**config.mk**
```make
export PLATFORM = sky130hd
export DESIGN_NAME = norm_shift_ctrl
export DESIGN_NICKNAME = d
export VERILOG_FILES = /design/src/rtl/norm_shift_ctrl.sv
export SDC_FILE = /design/constraint.sdc
export NUM_CORES = 1
export LEC_CHECK = 0
export ABC_AREA = 1
export CAP_MARGIN = 20
export CORE_MARGIN = 1.5
export CORE_UTILIZATION = 60
export CTS_BUF_LIST = sky130_fd_sc_hd__clkbuf_8
export CTS_CLUSTER_SIZE = 25
export DETAILED_ROUTE_END_ITERATION = 10
export DONT_BUFFER_PORTS = 1
export PLACE_DENSITY_LB_ADDON = 0.2
export SETUP_SLACK_MARGIN = 0.1
export SLEW_MARGIN = 0
export SYNTH_ARGS = -nofsm -noshare
export SYNTH_HDL_FRONTEND = slang
export SYNTH_SLANG_ARGS = --single-unit
```
**constraint.sdc**
```tcl
create_clock -name clk -period 8.5 [get_ports clk]
set_input_delay 1.7 -clock clk [delete_from_list [all_inputs] [get_ports clk]]
set_output_delay 1.7 -clock clk [all_outputs]
set_load 0.01 [all_outputs]
```
**src/rtl/norm_shift_ctrl.sv**
```systemverilog
// Normalization shift controller: finds the leading-zero count of a mantissa and
// produces the left-shift amount, adjusted exponent and zero/subnormal flags.
module norm_shift_ctrl #(
    parameter int MANT_SIZE  = 24,
    parameter int EXP_SIZE   = 8,
    parameter int SHIFT_SIZE = 5
) (
    input  logic                  clk,
    input  logic                  rst,
    input  logic                  in_valid,
    output logic                  in_ready,
    input  logic [MANT_SIZE-1:0]  mant,
    input  logic [EXP_SIZE-1:0]   exp,
    input  logic                  sign,
    output logic                  out_valid,
    input  logic                  out_ready,
    output logic [MANT_SIZE-1:0]  mant_q,
    output logic [SHIFT_SIZE-1:0] shft,
    output logic                  arith,
    output logic [EXP_SIZE-1:0]   exp_q,
    output logic                  sign_q,
    output logic                  zero_q,
    output logic                  denorm_q
);

    localparam int HI_W = MANT_SIZE - MANT_SIZE / 2;
    localparam int LO_W = MANT_SIZE / 2;
    localparam int LZ_W = $clog2(MANT_SIZE + 1);
    localparam int CW   = ((EXP_SIZE > LZ_W) ? EXP_SIZE : LZ_W) + 1;

    function automatic logic [LZ_W-1:0] lz_hi(input logic [HI_W-1:0] v);
        logic [LZ_W-1:0] cnt;
        logic            found;
        cnt   = '0;
        found = 1'b0;
        for (int i = HI_W - 1; i >= 0; i--) begin
            if (v[i]) found = 1'b1;
            else if (!found) cnt = cnt + LZ_W'(1);
        end
        return cnt;
    endfunction

    function automatic logic [LZ_W-1:0] lz_lo(input logic [LO_W-1:0] v);
        logic [LZ_W-1:0] cnt;
        logic            found;
        cnt   = '0;
        found = 1'b0;
        for (int i = LO_W - 1; i >= 0; i--) begin
            if (v[i]) found = 1'b1;
            else if (!found) cnt = cnt + LZ_W'(1);
        end
        return cnt;
    endfunction

    logic                  rst_done_q, rst_done_d;
    logic                  s1_valid_q, s1_valid_d;
    logic [MANT_SIZE-1:0]  s1_mant_q, s1_mant_d;
    logic [EXP_SIZE-1:0]   s1_exp_q, s1_exp_d;
    logic                  s1_sign_q, s1_sign_d;
    logic [LZ_W-1:0]       s1_lz_hi_q, s1_lz_hi_d;
    logic [LZ_W-1:0]       s1_lz_lo_q, s1_lz_lo_d;
    logic                  out_valid_q, out_valid_d;
    logic [MANT_SIZE-1:0]  mant_d;
    logic [SHIFT_SIZE-1:0] shft_q, shft_d;
    logic [EXP_SIZE-1:0]   exp_d;
    logic                  sign_d, zero_d, denorm_d;

    logic            s1_load, s2_load, accept;
    logic [LZ_W-1:0] lz_full;
    logic [CW-1:0]   exp_ext, lz_ext;

    assign arith     = 1'b0;
    assign out_valid = out_valid_q;
    assign shft      = shft_q;

    always_comb begin
        s2_load  = !out_valid_q || out_ready;
        s1_load  = !s1_valid_q || s2_load;
        // Held low until the first clock after reset release.
        in_ready = rst_done_q && s1_load;
        accept   = in_valid && in_ready;

        rst_done_d = 1'b1;

        s1_valid_d = s1_load ? accept : s1_valid_q;
        s1_mant_d  = accept ? mant : s1_mant_q;
        s1_exp_d   = accept ? exp : s1_exp_q;
        s1_sign_d  = accept ? sign : s1_sign_q;
        s1_lz_hi_d = accept ? lz_hi(mant[MANT_SIZE-1 -: HI_W]) : s1_lz_hi_q;
        s1_lz_lo_d = accept ? lz_lo(mant[LO_W-1:0]) : s1_lz_lo_q;

        // Low half only matters when the whole upper half is zero.
        lz_full = (s1_lz_hi_q == LZ_W'(HI_W)) ? s1_lz_hi_q + s1_lz_lo_q : s1_lz_hi_q;
        exp_ext = CW'(s1_exp_q);
        lz_ext  = CW'(lz_full);

        out_valid_d = s2_load ? s1_valid_q : out_valid_q;
        mant_d      = mant_q;
        shft_d      = shft_q;
        exp_d       = exp_q;
        sign_d      = sign_q;
        zero_d      = zero_q;
        denorm_d    = denorm_q;

        if (s2_load && s1_valid_q) begin
            mant_d = s1_mant_q;
            sign_d = s1_sign_q;
            if (s1_mant_q == '0) begin
                shft_d   = '0;
                exp_d    = '0;
                zero_d   = 1'b1;
                denorm_d = 1'b0;
            end else if (exp_ext > lz_ext) begin
                shft_d   = SHIFT_SIZE'(lz_full);
                exp_d    = EXP_SIZE'(exp_ext - lz_ext);
                zero_d   = 1'b0;
                denorm_d = 1'b0;
            end else begin
                // Exponent runs out first: shift only down to the subnormal range.
                shft_d   = (s1_exp_q == '0) ? '0 : SHIFT_SIZE'(exp_ext - CW'(1));
                exp_d    = '0;
                zero_d   = 1'b0;
                denorm_d = 1'b1;
            end
        end
    end

    always_ff @(posedge clk or negedge rst) begin
        if (!rst) begin
            rst_done_q  <= 1'b0;
            s1_valid_q  <= 1'b0;
            out_valid_q <= 1'b0;
            mant_q      <= '0;
            shft_q      <= '0;
            exp_q       <= '0;
            sign_q      <= 1'b0;
            zero_q      <= 1'b0;
            denorm_q    <= 1'b0;
        end else begin
            rst_done_q  <= rst_done_d;
            s1_valid_q  <= s1_valid_d;
            out_valid_q <= out_valid_d;
            mant_q      <= mant_d;
            shft_q      <= shft_d;
            exp_q       <= exp_d;
            sign_q      <= sign_d;
            zero_q      <= zero_d;
            denorm_q    <= denorm_d;
        end
    end

    always_ff @(posedge clk) begin
        s1_mant_q  <= s1_mant_d;
        s1_exp_q   <= s1_exp_d;
        s1_sign_q  <= s1_sign_d;
        s1_lz_hi_q <= s1_lz_hi_d;
        s1_lz_lo_q <= s1_lz_lo_d;
    end

endmodule

```
After elaboration in Yosys (flattened, before gate mapping) --
Index checks and enable logic that the tools add are counted.
Word-level totals: input bits 37, register bits after elaboration 86
Operators by class: order comparisons 1, add/sub/neg operators 25, muxes and demuxes 77, reduce and logical (&&, ||, !) cells 9, eq/ne operators 1
Operator list (count):
- 5-bit two-way mux | 48
- 5-bit by 1-bit adder with 5-bit output (second input constant) | 22
- 1-bit two-way mux | 27
- 24-bit logical NOT | 1
- 8-bit two-way mux | 2
- 8-bit by 5-bit > comparator with 1-bit output | 1
- 8-bit logical NOT | 1
- 8-bit by 5-bit subtractor with 8-bit output | 1
- 5-bit adder | 1
- 5-bit by 4-bit == test with 1-bit output (second input constant) | 1
- 5-bit by 1-bit subtractor with 5-bit output (second input constant) | 1
- 1-bit logical AND | 3
- 1-bit logical NOT | 2
- 1-bit logical OR | 2

Logic depth before layout (Yosys ltp) --
depth in word-level cells 34, mapped depth 33, depth with buffers taken out 33

Worst setup path before layout --
No wires, ideal clock.
kind input-to-reg, from input port mant[11], to register s1_lz_lo_q[4] (data pin), library setup time 252 ps, data arrival time 6112 ps, stages on the path 31, path slack 2136 ps, required time 8248 ps, path through nor2_4 ha_1 o21ai_0 inv_1 ha_1 nand2_1 a21oi_1 ha_1 nand2_1 nand2_1 ha_1 nand2_1 o211ai_1 ha_1 nand2_1 nand2_1 ha_1 inv_1 a21oi_1 ha_1 nand2_1 nand2_1 ha_1 nand2_1 o211ai_1 ha_1 inv_1 nor2_1 nand4_1 nand3_1 nand2_1
On the way: cells in the longest elaborated chain, start to end 34, elaborated cells between the ends (all ways) 45, classes of those cells add/sub: 11; mux: 34
Ends and longest elaborated chain:
- from (decl) | RTL line 12 | input logic [MANT_SIZE-1:0] mant,
- 1-bit two-way mux | RTL line 49 | if (v[i]) found = 1'b1;
- 5-bit by 1-bit adder with 5-bit output | RTL line 50 | else if (!found) cnt = cnt + LZ_W'(1);
- 5-bit two-way mux | RTL line 50
- 5-bit two-way mux | RTL line 49
- 5-bit by 1-bit adder with 5-bit output | RTL line 50
- 5-bit two-way mux | RTL line 50
- 5-bit two-way mux | RTL line 49
- 5-bit by 1-bit adder with 5-bit output | RTL line 50
- (+18 left out)
- 5-bit two-way mux | RTL line 50
- 5-bit two-way mux | RTL line 49
- 5-bit by 1-bit adder with 5-bit output | RTL line 50
- 5-bit two-way mux | RTL line 50
- 5-bit two-way mux | RTL line 49
- 5-bit by 1-bit adder with 5-bit output | RTL line 50
- 5-bit two-way mux | RTL line 50
- 5-bit two-way mux * | RTL line 49
- to (signal assigned) | RTL line 157 | s1_lz_lo_q <= s1_lz_lo_d;
- to (decl) | RTL line 61 | logic [LZ_W-1:0] s1_lz_lo_q, s1_lz_lo_d;
Every way passes the cells marked *; elsewhere a longest branch is shown, timed or not. A chain may end at the register's enable or synchronous reset.

Worst setup path after layout --
Same ends and word-level chain as after synthesis.

==> impl_metrics.py <==
metrics = {
    "floorplan": {
        "row_count": 34,
        "die_area_um2": 9536,
        "ioPinCount": 80,
        "design.core.area_um2": 8721,
        "die_h_um": 97.65,
        "initial_standard_cell_utilization_of_the_core_pct": 61.64,
        "floorplan.die.width_um": 97.65,
    },
    "timing": {
        "final.min_clock_period_ns": 6.579,
        "finClkSkew_ns": 0.01898,
        "worst_max_slew_pin_slew_ns": 0.6408,
        "rsz_0062_raised_after_global_routing": "no",
        "finalCritPeriodShare_pct": 77.40,
        "maxClockFrequency_mhz": 152.0,
        "timing.max_slew.rel_slack_pct": 56.83,
        "final_hold_viol_count": 0,
        "setup_tns_ns": 0,
        "setup_viol_count_final": 0,
        "maxSlewViolCount": 0,
    },
    "worst_setup_path": {
        "critical_path.max_stage_delay_ns": 0.38,
        "cp_common_cell": "nand2_1",
        "critPathLaunchType": "primary input",
        "reg2reg_from": "s1_lz_hi_q[0]$_DFFE_PP_",
        "timing.setup.critical_path_class": "primary input to flop",
        "crit_slowest_cell": "o21ai_0",
        "worstSetupEndpointType": "flop",
        "cp_data_required_time_ns": 8.62,
        "worst_flop_to_flop_path_endpoint": "shft[2]$_DFFE_PN0P_",
        "crit_fanout": 7,
        "timing.critical_path.arrival_ns": 6.70,
        "r2r.worst_path.cells": 17,
        "worst-r2r-setup-slack_ns": 4.98,
    },
    "routing": {
        "detail_route.first_pass.iterations": 5,
        "via_count": 4302,
        "final_antenna_net_count": 0,
        "route.detailed.wl_per_inst_um": 13.81,
        "viasPerCell": 5.418,
        "wl_um": 10960,
        "drt-initial-drc-count": 204,
        "drc": 0,
    },
    "final_layout": {
        "stdcell_count": 794,
        "design.final.nets": 748,
        "post_route_cells_drive_above_1_share_pct": 10.79,
        "final_area_um2": 5690,
        "fillers": 743,
        "antenna_fix_cells": 0,
        "growth_of_design_area_from_synthesis_to_finish_pct": 5.866,
    },
    "synth": {
        "synth_cell_type_count": 36,
        "synth.cell_area_um2": 5375,
        "yosys_warnings": 0,
        "seq_area_frac_synth_pct": 44.04,
        "postSynthRegisterBits": 86,
        "synth_nets": 742,
        "post_synth.cell_area_avg_um2": 7.963,
        "syn-instance-count": 675,
    },
    "cts": {
        "postCtsHoldBufs": 0,
        "post_cts_resize_count": 0,
        "cts.root.buffer_cell": "clkbuf_8",
        "clockBufferDepth": 2,
        "clock_sink_count": 86,
        "cts_setup_buffers": 0,
        "worst_skew_pair.late_latency_ns": 0.36,
        "cts-buffers-inserted": 9,
        "tritoncts": "done",
        "cts.htree.levels": 3,
        "cts.clk_slew.worst_paths_ns": 0.09,
    },
    "global_routing": {
        "grt_pass1_vias": 4124,
        "grtUsageTotal_pct": 24.44,
        "grt_antenna_before_repair": 0,
        "grt_start_max_net_pins": 45,
        "global_route.overflow_total": 0,
        "grt_first_pass_wirelength_um": 18730,
    },
    "worst_hold_path": {
        "hold_end": "sign_q$_DFFE_PN0P_",
        "worstHoldStart": "s1_sign_q$_DFFE_PP_",
        "hp-class": "flop to flop",
        "min_delay_path_depth": 2,
    },
    "power": {
        "vdd_drop_max_v": 0.00008322,
        "p_leak_nw": 2.789,
        "power_density_nw_per_um2": 167.7,
    },
    "place": {
        "gp_congestion": 0.8613,
        "place.port_buffers": 0,
        "placedInstanceArea_um2": 5503,
        "hpwlAfterDp_um": 8705,
        "dp_cells": 778,
    },
    "status": {
        "outcome": "finished clean",
    },
    "run": {
        "drv.max_cap_violation_count": 0,
    },
}
==> state kept, by name, summed over array words and instances, names as in the netlist, 5 cells and up <==
register / flops
mant_q: 24
shft: 5
exp_q: 8
s1_exp_q: 8
s1_mant_q: 24
s1_lz_lo_q: 5
s1_lz_hi_q: 5
==> metal layers <==
metal	share of wire, %	wire length, µm	vias up	global-route usage [%]
li1	-	-	2184	-
met1	44	4822	1979	30.32
met2	47	5180	126	40.44
met3	7.2	788	13	6.835
met4	1.6	172	0	9.670
met5	0	0	-	0
==> cells by family after synthesis <==
| group | share of synthesized area, % |
|---|---|
| AND/OR/NAND/NOR | 31.66 |
| buffers and inverters | 8.240 |
| adder cells (fa/ha/maj) | 7.263 |
| XOR/XNOR | 1.141 |
| flip-flops | 44.04 |
| other | 0.1397 |
| AO/OA/AOI/OAI | 7.519 |
==> cell usage after synthesis <==
cell,instances,area [µm²]
o211ai_1,5,37.54
nor2_1,47,176.4
o21ai_0,32,160.2
dfrtp_1,43,1076
a21oi_1,15,75.07
nor3_1,5,25.02
nand4_1,11,68.82
o221ai_1,3,26.28
xor2_1,4,35.03
a22o_1,2,17.52
buf_4,1,7.510
clkbuf_1,6,22.52
inv_2,10,37.54
nor2_4,11,123.9
a211oi_1,1,7.510
nand2_4,3,33.78
o22ai_1,3,18.77
a32o_1,2,20.02
nand2_1,223,837.1
nand2_2,12,75.07
edfxtp_1,43,1291
fa_1,2,40.04
nand3_2,4,40.04
o21a_1,1,7.510
nand3_1,28,140.1
nand3_4,5,87.58
or2_2,2,12.51
clkinv_1,3,11.26
inv_1,97,364.1
conb_1,2,7.510
nor4_1,5,31.28
ha_1,28,350.3
nor2_2,8,50.05
a31oi_1,4,25.02
o2111ai_1,1,8.760
xnor2_1,3,26.28
==> critical path, delay by kind of cell <==
family,cells,cell delay (ns)
AO/OA/AOI/OAI,5,0.99
adder cells (fa/ha/maj),9,2.50
buffers and inverters,3,0.19
AND/OR/NAND/NOR,14,1.32
==> metrics by stage <==
stage | utilization (%) | hold WS, ns | power [W] | setup slack [ns]
after floorplan | - | 0.4184 | 0.0006541 | 2.136
after detailed placement | 63.10 | 0.4507 | 0.0006936 | 1.609
final | 65.25 | 0.4657 | 0.0009543 | 1.921
after CTS | 65.25 | 0.4707 | 0.0009623 | 1.969
after global placement | 63.10 | 0.4244 | 0.0006838 | 1.928
after global routing | 65.25 | 0.4977 | 0.001003 | 1.523
==> cell usage in the layout (no fill, tap or decap), types with 4 or more instances in the layout <==
cell      Yosys  layout
edfxtp_1     43      43
nor4_1        5       5
nor2_1       47      46
nand2_1     223     223
nand3_1      28      28
o211ai_1      5       5
xor2_1        4       4
nand4_1      11      11
nor2_4       11      12
clkbuf_8      0      10
nand3_2       4       4
inv_1        97      97
nand3_4       5       5
inv_2        10      10
nand2_2      12      12
a31oi_1       4       4
a21oi_1      15      15
dfrtp_1      43      43
nor3_1        5       5
nor2_2        8       8
o21ai_0      32      32
ha_1         28      28
==> area by class of cell <==
cell class	instances	area [µm²]	share of cell area (%)
clock inverters	6	50.05	0.8795
clock buffers	10	137.6	2.419
inverters	110	412.9	7.256
repair buffers	2	15.01	0.2639
well taps	108	135.1	2.375
flip-flops and latches	86	2367	41.60
multi-input cells	472	2572	45.21
==> worst max path at each step <==
stage | start | end | slack (ns) | cells past startpoint
finish | mant[11] | s1_lz_lo_q[4]$_DFFE_PP_ | 1.92 | 31
floorplan | mant[11] | s1_lz_lo_q[4]$_DFFE_PP_ | 2.14 | 31
CTS | mant[11] | s1_lz_lo_q[4]$_DFFE_PP_ | 1.97 | 31
global placement | mant[11] | s1_lz_lo_q[4]$_DFFE_PP_ | 1.93 | 31
detailed placement | mant[11] | s1_lz_lo_q[4]$_DFFE_PP_ | 1.61 | 31
global route | mant[11] | s1_lz_lo_q[4]$_DFFE_PP_ | 1.52 | 31
==> power breakdown <==
part / switching [W] / internal, W / leakage [nW]
clock network: 0.000151 / 0.000118 / 0.0982
logic: 0.0000823 / 0.0000480 / 1.75
registers: 0.0000609 / 0.000493 / 0.943
Note: power is estimated with default switching activity, not from simulation.
